--- config.mk ---
export PLATFORM = sky130hd
export DESIGN_NAME = mdio_phy_responder
export DESIGN_NICKNAME = d
export VERILOG_FILES = /design/src/rtl/mdio_pkg.sv /design/src/rtl/mdio_phy_regfile.sv /design/src/rtl/mdio_phy_responder.sv
export SDC_FILE = /design/constraint.sdc
export NUM_CORES = 2
export LEC_CHECK = 0
export BUFFER_PORTS_ARGS = -buffer_cell sky130_fd_sc_hd__clkbuf_2
export CAP_MARGIN = 20
export CORE_ASPECT_RATIO = 1.4
export CORE_UTILIZATION = 55
export DETAILED_ROUTE_END_ITERATION = 8
export PLACE_DENSITY = 0.86
export SKIP_LAST_GASP = 1
export SYNTH_ARGS = -nofsm -noshare
export SYNTH_HDL_FRONTEND = slang
export SYNTH_HIERARCHICAL = 1
export SYNTH_SLANG_ARGS = --single-unit
--- constraint.sdc ---
create_clock -name clk -period 2.4 [get_ports clk]
set_input_delay 0.36 -clock clk [delete_from_list [all_inputs] [get_ports clk]]
set_output_delay 0.36 -clock clk [all_outputs]
set_load 0.02 [all_outputs]
--- src/rtl/mdio_pkg.sv ---
// Shared constants, FSM encoding and helpers for the Clause-22 MDIO PHY responder.
package mdio_pkg;

  localparam logic [1:0] OP_READ      = 2'b10;
  localparam logic [1:0] OP_WRITE     = 2'b01;
  localparam logic [1:0] ST_BITS      = 2'b01;
  localparam int         PREAMBLE_LEN = 32;

  localparam logic [4:0] REG_PHYID1 = 5'd2;
  localparam logic [4:0] REG_PHYID2 = 5'd3;

  typedef enum logic [2:0] {
    IDLE,
    ST,
    OP,
    PHYAD,
    REGAD,
    TA,
    DATA
  } mdio_state_e;

  function automatic logic is_id_reg(input logic [4:0] addr);
    return (addr == REG_PHYID1) || (addr == REG_PHYID2);
  endfunction

endpackage

--- src/rtl/mdio_phy_regfile.sv ---
// 32x16 PHY register file: ID registers 2/3 are constants, host writes land one cycle
// after the strobe, and an MDIO commit beats a host write to the same register.
module mdio_phy_regfile
  import mdio_pkg::*;
#(
  parameter logic [15:0] PHY_ID_HI = 16'h0000,
  parameter logic [15:0] PHY_ID_LO = 16'h0000
) (
  input  logic        clk,
  input  logic        arst_n,
  input  logic        mdio_we,
  input  logic [4:0]  mdio_waddr,
  input  logic [15:0] mdio_wdata,
  input  logic [4:0]  mdio_raddr,
  output logic [15:0] mdio_rdata,
  input  logic        host_we,
  input  logic [4:0]  host_addr,
  input  logic [15:0] host_wdata,
  output logic [15:0] host_rdata
);

  logic        host_we_q, host_we_d;
  logic [4:0]  host_addr_q, host_addr_d;
  logic [15:0] host_wdata_q, host_wdata_d;
  logic [31:0][15:0] mem_flat;

  always_comb begin
    host_we_d    = host_we;
    host_addr_d  = host_addr;
    host_wdata_d = host_wdata;
  end

  always_ff @(posedge clk or negedge arst_n) begin
    if (!arst_n) begin
      host_we_q    <= 1'b0;
      host_addr_q  <= '0;
      host_wdata_q <= '0;
    end else begin
      host_we_q    <= host_we_d;
      host_addr_q  <= host_addr_d;
      host_wdata_q <= host_wdata_d;
    end
  end

  generate
    for (genvar gi = 0; gi < 32; gi++) begin : g_reg
      logic [15:0] word_q, word_d;

      // MDIO assignment comes last so it overrides a coincident host write.
      always_comb begin
        word_d = word_q;
        if (!is_id_reg(5'(gi))) begin
          if (host_we_q && (host_addr_q == 5'(gi))) word_d = host_wdata_q;
          if (mdio_we && (mdio_waddr == 5'(gi)))    word_d = mdio_wdata;
        end
      end

      always_ff @(posedge clk or negedge arst_n) begin
        if (!arst_n) word_q <= '0;
        else         word_q <= word_d;
      end

      assign mem_flat[gi] = word_q;
    end
  endgenerate

  function automatic logic [15:0] rd_word(input logic [4:0] addr);
    if (addr == REG_PHYID1)      return PHY_ID_HI;
    else if (addr == REG_PHYID2) return PHY_ID_LO;
    else                         return mem_flat[addr];
  endfunction

  always_comb begin
    mdio_rdata = rd_word(mdio_raddr);
    host_rdata = rd_word(host_addr);
  end

endmodule

--- src/rtl/mdio_phy_responder.sv ---
// Clause-22 MDIO target: oversamples MDC/MDIO, decodes frames, serves reads and commits writes.
// Build option MDIO_RESPONDER_BCAST_EN: also accept PHYAD 0 for write frames.
module mdio_phy_responder
  import mdio_pkg::*;
#(
  parameter logic [4:0]  PHY_ADDR    = 5'd1,
  parameter logic [15:0] PHY_ID_HI   = 16'h0000,
  parameter logic [15:0] PHY_ID_LO   = 16'h0000,
  parameter int          SYNC_STAGES = 2
) (
  input  logic        clk,
  input  logic        arst_n,
  input  logic        mdc_i,
  input  logic        mdio_i,
  output logic        mdio_o,
  output logic        mdio_oe,
  input  logic        host_we,
  input  logic [4:0]  host_addr,
  input  logic [15:0] host_wdata,
  output logic [15:0] host_rdata,
  output logic        upd_valid,
  output logic [4:0]  upd_addr,
  output logic [15:0] upd_data
);

  logic [SYNC_STAGES-1:0] mdc_sync_q, mdc_sync_d;
  logic [SYNC_STAGES-1:0] mdio_sync_q, mdio_sync_d;
  logic                   mdc_prev_q, mdc_prev_d;

  mdio_state_e state_q, state_d;
  logic [5:0]  pre_cnt_q, pre_cnt_d;
  logic [3:0]  bit_cnt_q, bit_cnt_d;
  logic        is_read_q, is_read_d;
  logic [15:0] sh_q, sh_d;
  logic [4:0]  regad_q, regad_d;
  logic [15:0] rd_data_q, rd_data_d;
  logic        upd_valid_q, upd_valid_d;
  logic [4:0]  upd_addr_q, upd_addr_d;
  logic [15:0] upd_data_q, upd_data_d;
  logic        arm_q, arm_d;
  logic        oe_q, oe_d;
  logic        o_q, o_d;
  logic [15:0] drv_sh_q, drv_sh_d;
  logic [4:0]  drv_cnt_q, drv_cnt_d;

  logic        mdc_s, mdio_s, rise, fall, addr_ok;
  logic [15:0] in_sh, mdio_rdata;

  assign mdc_s  = mdc_sync_q[SYNC_STAGES-1];
  assign mdio_s = mdio_sync_q[SYNC_STAGES-1];
  assign rise   = mdc_s & ~mdc_prev_q;
  assign fall   = ~mdc_s & mdc_prev_q;
  assign in_sh  = {sh_q[14:0], mdio_s};

  always_comb begin
    mdc_sync_d  = {mdc_sync_q[SYNC_STAGES-2:0], mdc_i};
    mdio_sync_d = {mdio_sync_q[SYNC_STAGES-2:0], mdio_i};
    mdc_prev_d  = mdc_s;
  end

  // Broadcast address is write-only; is_read_q is already known when PHYAD completes.
  always_comb begin
    addr_ok = (in_sh[4:0] == PHY_ADDR);
`ifdef MDIO_RESPONDER_BCAST_EN
    if (!is_read_q && (in_sh[4:0] == 5'd0)) addr_ok = 1'b1;
`endif
  end

  always_comb begin
    state_d     = state_q;
    pre_cnt_d   = pre_cnt_q;
    bit_cnt_d   = bit_cnt_q;
    is_read_d   = is_read_q;
    sh_d        = sh_q;
    regad_d     = regad_q;
    rd_data_d   = rd_data_q;
    upd_valid_d = 1'b0;
    upd_addr_d  = upd_addr_q;
    upd_data_d  = upd_data_q;
    arm_d       = arm_q;
    oe_d        = oe_q;
    o_d         = o_q;
    drv_sh_d    = drv_sh_q;
    drv_cnt_d   = drv_cnt_q;

    if (rise) begin
      unique case (state_q)
        IDLE: begin
          if (mdio_s) begin
            if (pre_cnt_q != 6'(PREAMBLE_LEN)) pre_cnt_d = pre_cnt_q + 6'd1;
          end else begin
            if ((pre_cnt_q == 6'(PREAMBLE_LEN)) && (mdio_s == ST_BITS[1])) state_d = ST;
            pre_cnt_d = '0;
          end
        end
        ST: begin
          bit_cnt_d = '0;
          state_d   = (mdio_s == ST_BITS[0]) ? OP : IDLE;
        end
        OP: begin
          sh_d = in_sh;
          if (bit_cnt_q == 4'd1) begin
            bit_cnt_d = '0;
            if (in_sh[1:0] == OP_READ) begin
              is_read_d = 1'b1;
              state_d   = PHYAD;
            end else if (in_sh[1:0] == OP_WRITE) begin
              is_read_d = 1'b0;
              state_d   = PHYAD;
            end else begin
              state_d = IDLE;
            end
          end else begin
            bit_cnt_d = bit_cnt_q + 4'd1;
          end
        end
        PHYAD: begin
          sh_d = in_sh;
          if (bit_cnt_q == 4'd4) begin
            bit_cnt_d = '0;
            state_d   = addr_ok ? REGAD : IDLE;
          end else begin
            bit_cnt_d = bit_cnt_q + 4'd1;
          end
        end
        REGAD: begin
          sh_d = in_sh;
          if (bit_cnt_q == 4'd4) begin
            bit_cnt_d = '0;
            regad_d   = in_sh[4:0];
            rd_data_d = mdio_rdata;
            state_d   = TA;
          end else begin
            bit_cnt_d = bit_cnt_q + 4'd1;
          end
        end
        TA: begin
          if (bit_cnt_q == 4'd0) begin
            bit_cnt_d = 4'd1;
            if (!is_read_q && !mdio_s) state_d = IDLE;
          end else begin
            bit_cnt_d = '0;
            if (is_read_q) begin
              arm_d   = 1'b1;
              state_d = DATA;
            end else begin
              state_d = mdio_s ? IDLE : DATA;
            end
          end
        end
        DATA: begin
          sh_d = in_sh;
          if (bit_cnt_q == 4'd15) begin
            bit_cnt_d = '0;
            state_d   = IDLE;
            if (!is_read_q && !is_id_reg(regad_q)) begin
              upd_valid_d = 1'b1;
              upd_addr_d  = regad_q;
              upd_data_d  = in_sh;
            end
          end else begin
            bit_cnt_d = bit_cnt_q + 4'd1;
          end
        end
        default: state_d = IDLE;
      endcase
      if (state_d == IDLE && state_q != IDLE) pre_cnt_d = '0;
    end

    // Read driver runs on its own falls: turnaround 0, sixteen data bits, then release.
    if (fall) begin
      if (arm_q) begin
        arm_d     = 1'b0;
        oe_d      = 1'b1;
        o_d       = 1'b0;
        drv_sh_d  = rd_data_q;
        drv_cnt_d = 5'd16;
      end else if (oe_q && (drv_cnt_q != 5'd0)) begin
        o_d       = drv_sh_q[15];
        drv_sh_d  = {drv_sh_q[14:0], 1'b0};
        drv_cnt_d = drv_cnt_q - 5'd1;
      end else if (oe_q) begin
        oe_d = 1'b0;
        o_d  = 1'b0;
      end
    end
  end

  always_ff @(posedge clk or negedge arst_n) begin
    if (!arst_n) begin
      mdc_sync_q  <= '0;
      mdio_sync_q <= '0;
      mdc_prev_q  <= 1'b0;
      state_q     <= IDLE;
      pre_cnt_q   <= '0;
      bit_cnt_q   <= '0;
      is_read_q   <= 1'b0;
      sh_q        <= '0;
      regad_q     <= '0;
      rd_data_q   <= '0;
      upd_valid_q <= 1'b0;
      upd_addr_q  <= '0;
      upd_data_q  <= '0;
      arm_q       <= 1'b0;
      oe_q        <= 1'b0;
      o_q         <= 1'b0;
      drv_sh_q    <= '0;
      drv_cnt_q   <= '0;
    end else begin
      mdc_sync_q  <= mdc_sync_d;
      mdio_sync_q <= mdio_sync_d;
      mdc_prev_q  <= mdc_prev_d;
      state_q     <= state_d;
      pre_cnt_q   <= pre_cnt_d;
      bit_cnt_q   <= bit_cnt_d;
      is_read_q   <= is_read_d;
      sh_q        <= sh_d;
      regad_q     <= regad_d;
      rd_data_q   <= rd_data_d;
      upd_valid_q <= upd_valid_d;
      upd_addr_q  <= upd_addr_d;
      upd_data_q  <= upd_data_d;
      arm_q       <= arm_d;
      oe_q        <= oe_d;
      o_q         <= o_d;
      drv_sh_q    <= drv_sh_d;
      drv_cnt_q   <= drv_cnt_d;
    end
  end

  mdio_phy_regfile #(
    .PHY_ID_HI(PHY_ID_HI),
    .PHY_ID_LO(PHY_ID_LO)
  ) u_regfile (
    .clk       (clk),
    .arst_n    (arst_n),
    .mdio_we   (upd_valid_q),
    .mdio_waddr(upd_addr_q),
    .mdio_wdata(upd_data_q),
    .mdio_raddr(in_sh[4:0]),
    .mdio_rdata(mdio_rdata),
    .host_we   (host_we),
    .host_addr (host_addr),
    .host_wdata(host_wdata),
    .host_rdata(host_rdata)
  );

  assign mdio_o    = o_q;
  assign mdio_oe   = oe_q;
  assign upd_valid = upd_valid_q;
  assign upd_addr  = upd_addr_q;
  assign upd_data  = upd_data_q;

endmodule

Yosys cells after proc, flatten, opt, wreduce, memory -nomap -nowiden
Cells that the tools add are included.
{"block": "op_classes", "div_mod_pow": 0, "magnitude_cmp": 2, "addsub": 3, "multipliers": 0, "reduce_logical": 122, "shifts": 0, "n_eq_ne": 80, "n_bitwise": 5, "n_mux": 114}
{"op": "2-to-1 mux 16 bit", "n": 68}
{"op": "binary-select mux 16 bit (select 5 bit)", "n": 2}
{"op": "equality test 5 bit (second input constant)", "n": 32}
{"op": "equality test 5 x 4 -> 1 bit (second input constant)", "n": 16}
{"op": "nonzero test 2 bit", "n": 33}
{"op": "logical AND 1 bit", "n": 65}
{"op": "equality test 5 x 3 -> 1 bit (second input constant)", "n": 8}
{"op": "2-to-1 mux 3 bit", "n": 12}
{"op": "equality test 5 x 2 -> 1 bit (second input constant)", "n": 6}
{"op": "2-to-1 mux 6 bit", "n": 4}
{"op": "one-hot mux 3 bit (7 select lines)", "n": 1}
{"op": "one-hot mux 4 bit (5 select lines)", "n": 1}
{"op": "2-to-1 mux 1 bit", "n": 18}
{"op": "equality test 5 x 1 -> 1 bit (second input constant)", "n": 3}
{"op": "less-than comparator 5 x 6 -> 1 bit (second input constant)", "n": 2}
{"op": "2-to-1 mux 4 bit", "n": 3}
{"op": "logical NOT 5 bit", "n": 2}
{"op": "2-to-1 mux 5 bit", "n": 2}
{"op": "AND reduction 2 bit", "n": 5}
{"op": "nonzero test 5 bit", "n": 2}
{"op": "equality test 3 bit (second input constant)", "n": 3}
{"op": "AND reduction 4 bit", "n": 2}
{"op": "adder 6 x 1 -> 6 bit (second input constant)", "n": 1}
{"op": "equality test 3 x 2 -> 1 bit (second input constant)", "n": 2}
{"op": "other kinds (23)", "n": 33}
{"block": "word_totals", "ram_bits": 0, "mem_bits_ro": 0, "latchBits": 0, "mem_count": 0, "regBits": 603}

Depth between registers and ports, before layout
{"block": "depth", "word_depth": 10, "mapped_depth": 8}

By module
The synthesis kept the hierarchy.
{"mod": "mdio_phy_regfile", "cells_each": 2950, "instances": 1, "area_per_inst_um2": 30893.4, "seq_area_each_um2": 12562.0}
{"mod": "mdio_phy_responder", "cells_each": 393, "instances": 1, "area_per_inst_um2": 4575.6, "seq_area_each_um2": 2527.4}

Worst setup path before layout
OpenSTA, ideal clock, no wires.
{"block": "synth_timing", "kind": "input to output", "from": "input port host_addr[1]", "to": "output port host_rdata[1]", "required_ns": 2.040, "t_arrival_ns": 2.196, "cell_stages": 7, "setup_slack_ns": -0.156, "path_cell_list": "buf_2 -> or2_2 -> buf_2 -> buf_6 -> o221ai_1 -> a21oi_1 -> o41ai_1"}
{"block": "synth_between", "elab_chain_cells": 4}
{"element": "start, declared", "line": "mdio_phy_responder.sv:18", "text": "input logic [4:0] host_addr,"}
{"element": "binary-select mux 16 bit (select 5 bit)", "line": "mdio_phy_regfile.sv:70", "text": "else return mem_flat[addr];"}
{"element": "2-to-1 mux 16 bit (not written as such)", "line": "mdio_phy_regfile.sv:70"}
{"element": "2-to-1 mux 16 bit", "line": "mdio_phy_regfile.sv:69", "text": "else if (addr == REG_PHYID2) return PHY_ID_LO;"}
{"element": "2-to-1 mux 16 bit (*)", "line": "mdio_phy_regfile.sv:68", "text": "if (addr == REG_PHYID1) return PHY_ID_HI;"}
{"element": "end, declared", "line": "mdio_phy_responder.sv:20", "text": "output logic [15:0] host_rdata,"}
Mark *: on every way between the ends. The rest lies on a longest branch, timed or not. The select of a mux whose other input is x is not followed.

Final worst setup path
{"block": "layout_timing", "from": "register u_regfile.g_reg[29].word_q[12]", "to": "output port host_rdata[12]"}
{"block": "layout_between", "elab_chain_cells": 4}
{"element": "start, declared", "line": "mdio_phy_regfile.sv:47", "text": "logic [15:0] word_q, word_d;"}
{"element": "start signal, assigned", "line": "mdio_phy_regfile.sv:60", "text": "else word_q <= word_d;"}
{"element": "binary-select mux 16 bit (select 5 bit)", "line": "mdio_phy_regfile.sv:70"}
{"element": "2-to-1 mux 16 bit (not written as such)", "line": "mdio_phy_regfile.sv:70"}
{"element": "2-to-1 mux 16 bit", "line": "mdio_phy_regfile.sv:69"}
{"element": "2-to-1 mux 16 bit", "line": "mdio_phy_regfile.sv:68"}
No other way between the ends. The select of a mux whose other input is x is not followed.

==> results.txt <==
* Min setup slack post-route: -604.1 ps
* Clock buffer depth: 3
- CP startpoint kind: register
- Yosys top cell area share: 42.54%
* Pwr dens: 854.8 nW/um2
- Hold Fails Final Rpt: 0
- Critical Path End Type: primary output
* Classification of the worst setup path: register to primary output
- The number of global-route vias before repair came to between 30000 and 40000.
- For the pin with the worst max-slew slack, the measured transition is 1144 ps.
- The number of nets in the synthesized netlist is 3377.
- Peak fanout along the critical path: 2
- Post-layout instance count excluding filler cells: between 4000 and 5000
* Vias per Instance: 7.657
- At the end of the flow, the number of nets in the layout was between 3000 and 4000.
* Setup repair after global routing missed its margin: true
- The later pin in the worst-skew pair is clocked with a latency of 660 ps.
- Die boundary height: 302.5 um
* Post-synthesis cell area: 35470 um2
- TritonCTS built the clock tree.
- Number of flops mapped to enable cells by yosys: 0
- The tightest hold path in the finished design has a slack of 171.6 ps.
- Data required, critical path: 2040 ps
* Final standard cell utilization of the core: 66.27%
- Number of cell rows: 109
- Input and output buffers added on the ports amount to 65.
* Most area-hungry cell type in the Yosys netlist: sky130_fd_sc_hd__dfrtp_1
* Die area: between 60000 and 70000 um2
- In the final layout, flip-flops and latches occupy about 15000 um2.
- Most common library cell in the layout ignoring fill and taps: sky130_fd_sc_hd__dfrtp_1
- Clock tree sinks: 603
- Clock-pin slew was measured on the worst setup and hold paths at 70 ps.
* First-pass GRT wire length: 198900 um
* Hold WC Path Type: input port to asynchronous set/reset pin
- Among all flip-flop cells after synthesis, the most frequent one is sky130_fd_sc_hd__dfrtp_1.
- The top cell types in the final layout, fill and taps aside, are 596 x sky130_fd_sc_hd__dfrtp_1, 591 x sky130_fd_sc_hd__mux2i_1, 377 x sky130_fd_sc_hd__nor2_1, 336 x sky130_fd_sc_hd__a21oi_1, 305 x sky130_fd_sc_hd__buf_4.
- The checks that failed: DRC, setup timing.
- Clock tree synthesis inserted a total of 56 buffers.
- Initial Utilization: a little under three fifths
- Data arrives at the worst endpoint at 2640 ps.
- In the final routed layout, each cell accounts on average for approximately 33 um.
- Final setup violation count: 43
* Initial antenna violation count: 4
* Run status: finished, violations left
* Total Routing Usage GR: 40.52%
- After detailed routing, the number of remaining DRC violations is 58.
- TritonRoute pass-1 iters: 9
- The synthesized netlist contains between 60 and 70 unique library cells.
* Top-Level Pins: 66
- The max-slew violation count came to 0.
- Clk Tree Root Cell: sky130_fd_sc_hd__clkbuf_16
- Maximum clock rate: ~330 MHz
- Pin count of the biggest net entering global routing: 97
- A synthesized cell averages 10.61 um2.
* Yosys warnings: 6
- DRT antenna net count: 0
- Summing the sequential cell areas from Yosys gives between 40% and 50% of the chip area.
- Number of violations of the max-capacitance limit: 0
- Leak pwr: 19.65 nW
* Last weighted congestion value of the routability-driven placer: 0.9705
* Async S/R FF share, synth: 100.0%
- The post-route netlist has 25.93% of its cells at a drive strength greater than 1.
* Period minus WS final: 3004 ps
- Final HPWL DP: 74270 um
* Tcrit/Tclk final: 125.2%
- Headroom to the max-slew limit: 23.75%
* Count of filler cells inserted in the layout: 3911
- Peak ir drop on the vdd network: roughly 0.67 mV
- The floorplan step defined a core boundary enclosing 63420 um2.
* Count of routing violations after the opening detailed-route iteration: 6000
* Remaining Overflow, GRT: 0
- The H-tree was split into 2 levels.
* Overall die width: about 220 um
- Yosys attributes the largest share of cell area to sky130_fd_sc_hd__dfrtp_1 43%, sky130_fd_sc_hd__mux2i_1 17%, sky130_fd_sc_hd__mux4_2 12%, sky130_fd_sc_hd__a21oi_1 4.8%, sky130_fd_sc_hd__nor2_1 4.1%.
- For the final database, setup skew stands at 20.89 ps.
- The multi-input combinational cells in the finished layout cover a total of 19420 um2.
- Worst setup timing slack at the placement stage: -385.8 ps
- The area growth from synthesis to layout is 18.48%.
- Detailed routing inserted a total of 33670 vias.
- In this run, placement finished with an instance count of 4171.
* Routed WL: 143500 um
* Mapped Cells: 3343
- Synthesis-stage register bit count: 603
## power breakdown
part | internal (mW) | switching (mW)
clock | 5.78 | 4.30
combinational | 5.65 | 6.45
sequential | 12.0 | 1.80
total | 23.4 | 12.5
## sequential cells by signal, summed over array words and instances, names as in the netlist, 2 cells and up
signal                  flops
mdio_sync_q                 2
drv_cnt_q                   5
mdc_sync_q                  2
u_regfile/g.word_q        480
regad_q                     5
upd_addr                    5
u_regfile/host_wdata_q     16
rd_data_q                  16
state_q                     3
sh_q                       15
upd_data                   16
pre_cnt_q                   6
u_regfile/host_addr_q       5
bit_cnt_q                   4
drv_sh_q                   16
## critical path: stages (launching register included)
cell and delay [ps]:
sky130_fd_sc_hd__dfrtp_1 510, sky130_fd_sc_hd__mux4_2 580, sky130_fd_sc_hd__a22o_1 270, sky130_fd_sc_hd__o21ai_1 190
sky130_fd_sc_hd__buf_4 170, sky130_fd_sc_hd__o41ai_2 70, sky130_fd_sc_hd__clkbuf_4 190
## path summary, 6_finish.rpt
check	from	depth (start not counted)	slack [ps]	endpoint
min in group clk	host_addr[4]	2	170	u_regfile/host_addr_q[4]$_DFF_PN0_
setup reg to reg	u_regfile/host_addr_q[3]$_DFF_PN0_	5	-580	u_regfile/g_reg[20].word_q[14]$_DFFE_PN0P_
setup / recovery	u_regfile/g_reg[29].word_q[12]$_DFFE_PN0P_	6	-600	host_rdata[12]
hold / removal	arst_n	2	170	upd_data[13]$_DFFE_PN0P_
max in group asynchronous	arst_n	3	1300	u_regfile/g_reg[20].word_q[9]$_DFFE_PN0P_
hold reg to reg	mdc_sync_q[0]$_DFF_PN0_	0	410	mdc_sync_q[1]$_DFF_PN0_
## kinds of logic (layout without fill, tap and decap cells)
| logic type | Yosys count | in the layout | share of synthesized area, % |
|---|---|---|---|
| xor+xnor | 2 | 2 | 0.04940 |
| fa+ha+maj | 8 | 8 | 0.2822 |
| mux | 837 | 837 | 30.58 |
| flops | 603 | 603 | 42.54 |
| other cells | 0 | 1 | 0 |
| simple gates | 760 | 760 | 9.218 |
| buf+inv | 363 | 584 | 4.487 |
| compound gates | 770 | 770 | 12.84 |
## cells in the mapped netlist, types with 6 or more instances
library cell / instances
sky130_fd_sc_hd__nor2b_1: 16
sky130_fd_sc_hd__ha_1: 8
sky130_fd_sc_hd__inv_1: 12
sky130_fd_sc_hd__o221ai_1: 26
sky130_fd_sc_hd__o41ai_1: 31
sky130_fd_sc_hd__buf_1: 10
sky130_fd_sc_hd__nand3_1: 8
sky130_fd_sc_hd__buf_2: 57
sky130_fd_sc_hd__mux2_2: 53
sky130_fd_sc_hd__clkbuf_1: 245
sky130_fd_sc_hd__or3_1: 6
sky130_fd_sc_hd__and2_1: 9
sky130_fd_sc_hd__o221ai_2: 7
sky130_fd_sc_hd__or2_2: 7
sky130_fd_sc_hd__dfrtp_1: 603
sky130_fd_sc_hd__nand2_1: 251
sky130_fd_sc_hd__nand2b_1: 14
sky130_fd_sc_hd__o21ai_0: 237
sky130_fd_sc_hd__nor2_1: 390
sky130_fd_sc_hd__nor2_2: 12
sky130_fd_sc_hd__buf_4: 36
sky130_fd_sc_hd__mux4_2: 192
sky130_fd_sc_hd__mux2i_1: 592
sky130_fd_sc_hd__a21oi_1: 338
sky130_fd_sc_hd__a22o_1: 64
sky130_fd_sc_hd__o21bai_1: 32
## per-layer routing
layer / up-vias / track usage, % / wire length, um
li1: 12500 / - / -
met5: - / 0 / 42
met1: 15750 / 44.70 / 41080
met4: 6 / 35.36 / 17780
met3: 1605 / 13.83 / 23410
met2: 3807 / 62.78 / 61150
## final cells by class
class / count / area share [%]
inverter: 12 / 0.1072
clock buffer: 82 / 4.070
sequential: 603 / 35.94
tap: 832 / 2.477
multi-input combinational: 2377 / 46.21
clock inverter: 20 / 0.7473
antenna: 1 / 0.005955
timing repair buffer: 470 / 10.44
## per-stage QoR
stage | cell area [um2] | setup TNS, ps | power [mW]
after global placement | 38170 | -2809 | 22.63
after CTS | 41360 | -4098 | 33.73
after floorplan | 35580 | 0 | 19.38
final | 42020 | -10240 | 35.92
after global routing | 42020 | -11060 | 36.69
after detailed placement | 38170 | -3858 | 23.14
## what timing repair did
| action | in CTS | in global routing |
|---|---|---|
| pin swaps | 61 | 38 |
| hold buffers | 20 | 0 |
| gates resized for setup | 87 | 100 |
| buffers inserted | 97 | 33 |
| cloned | 2 | 1 |
| hold endpoints to repair | 118 | 0 |
| endpoints found under the setup margin | 53 | 67 |
No activity file was read; power rests on OpenSTA's default activity.
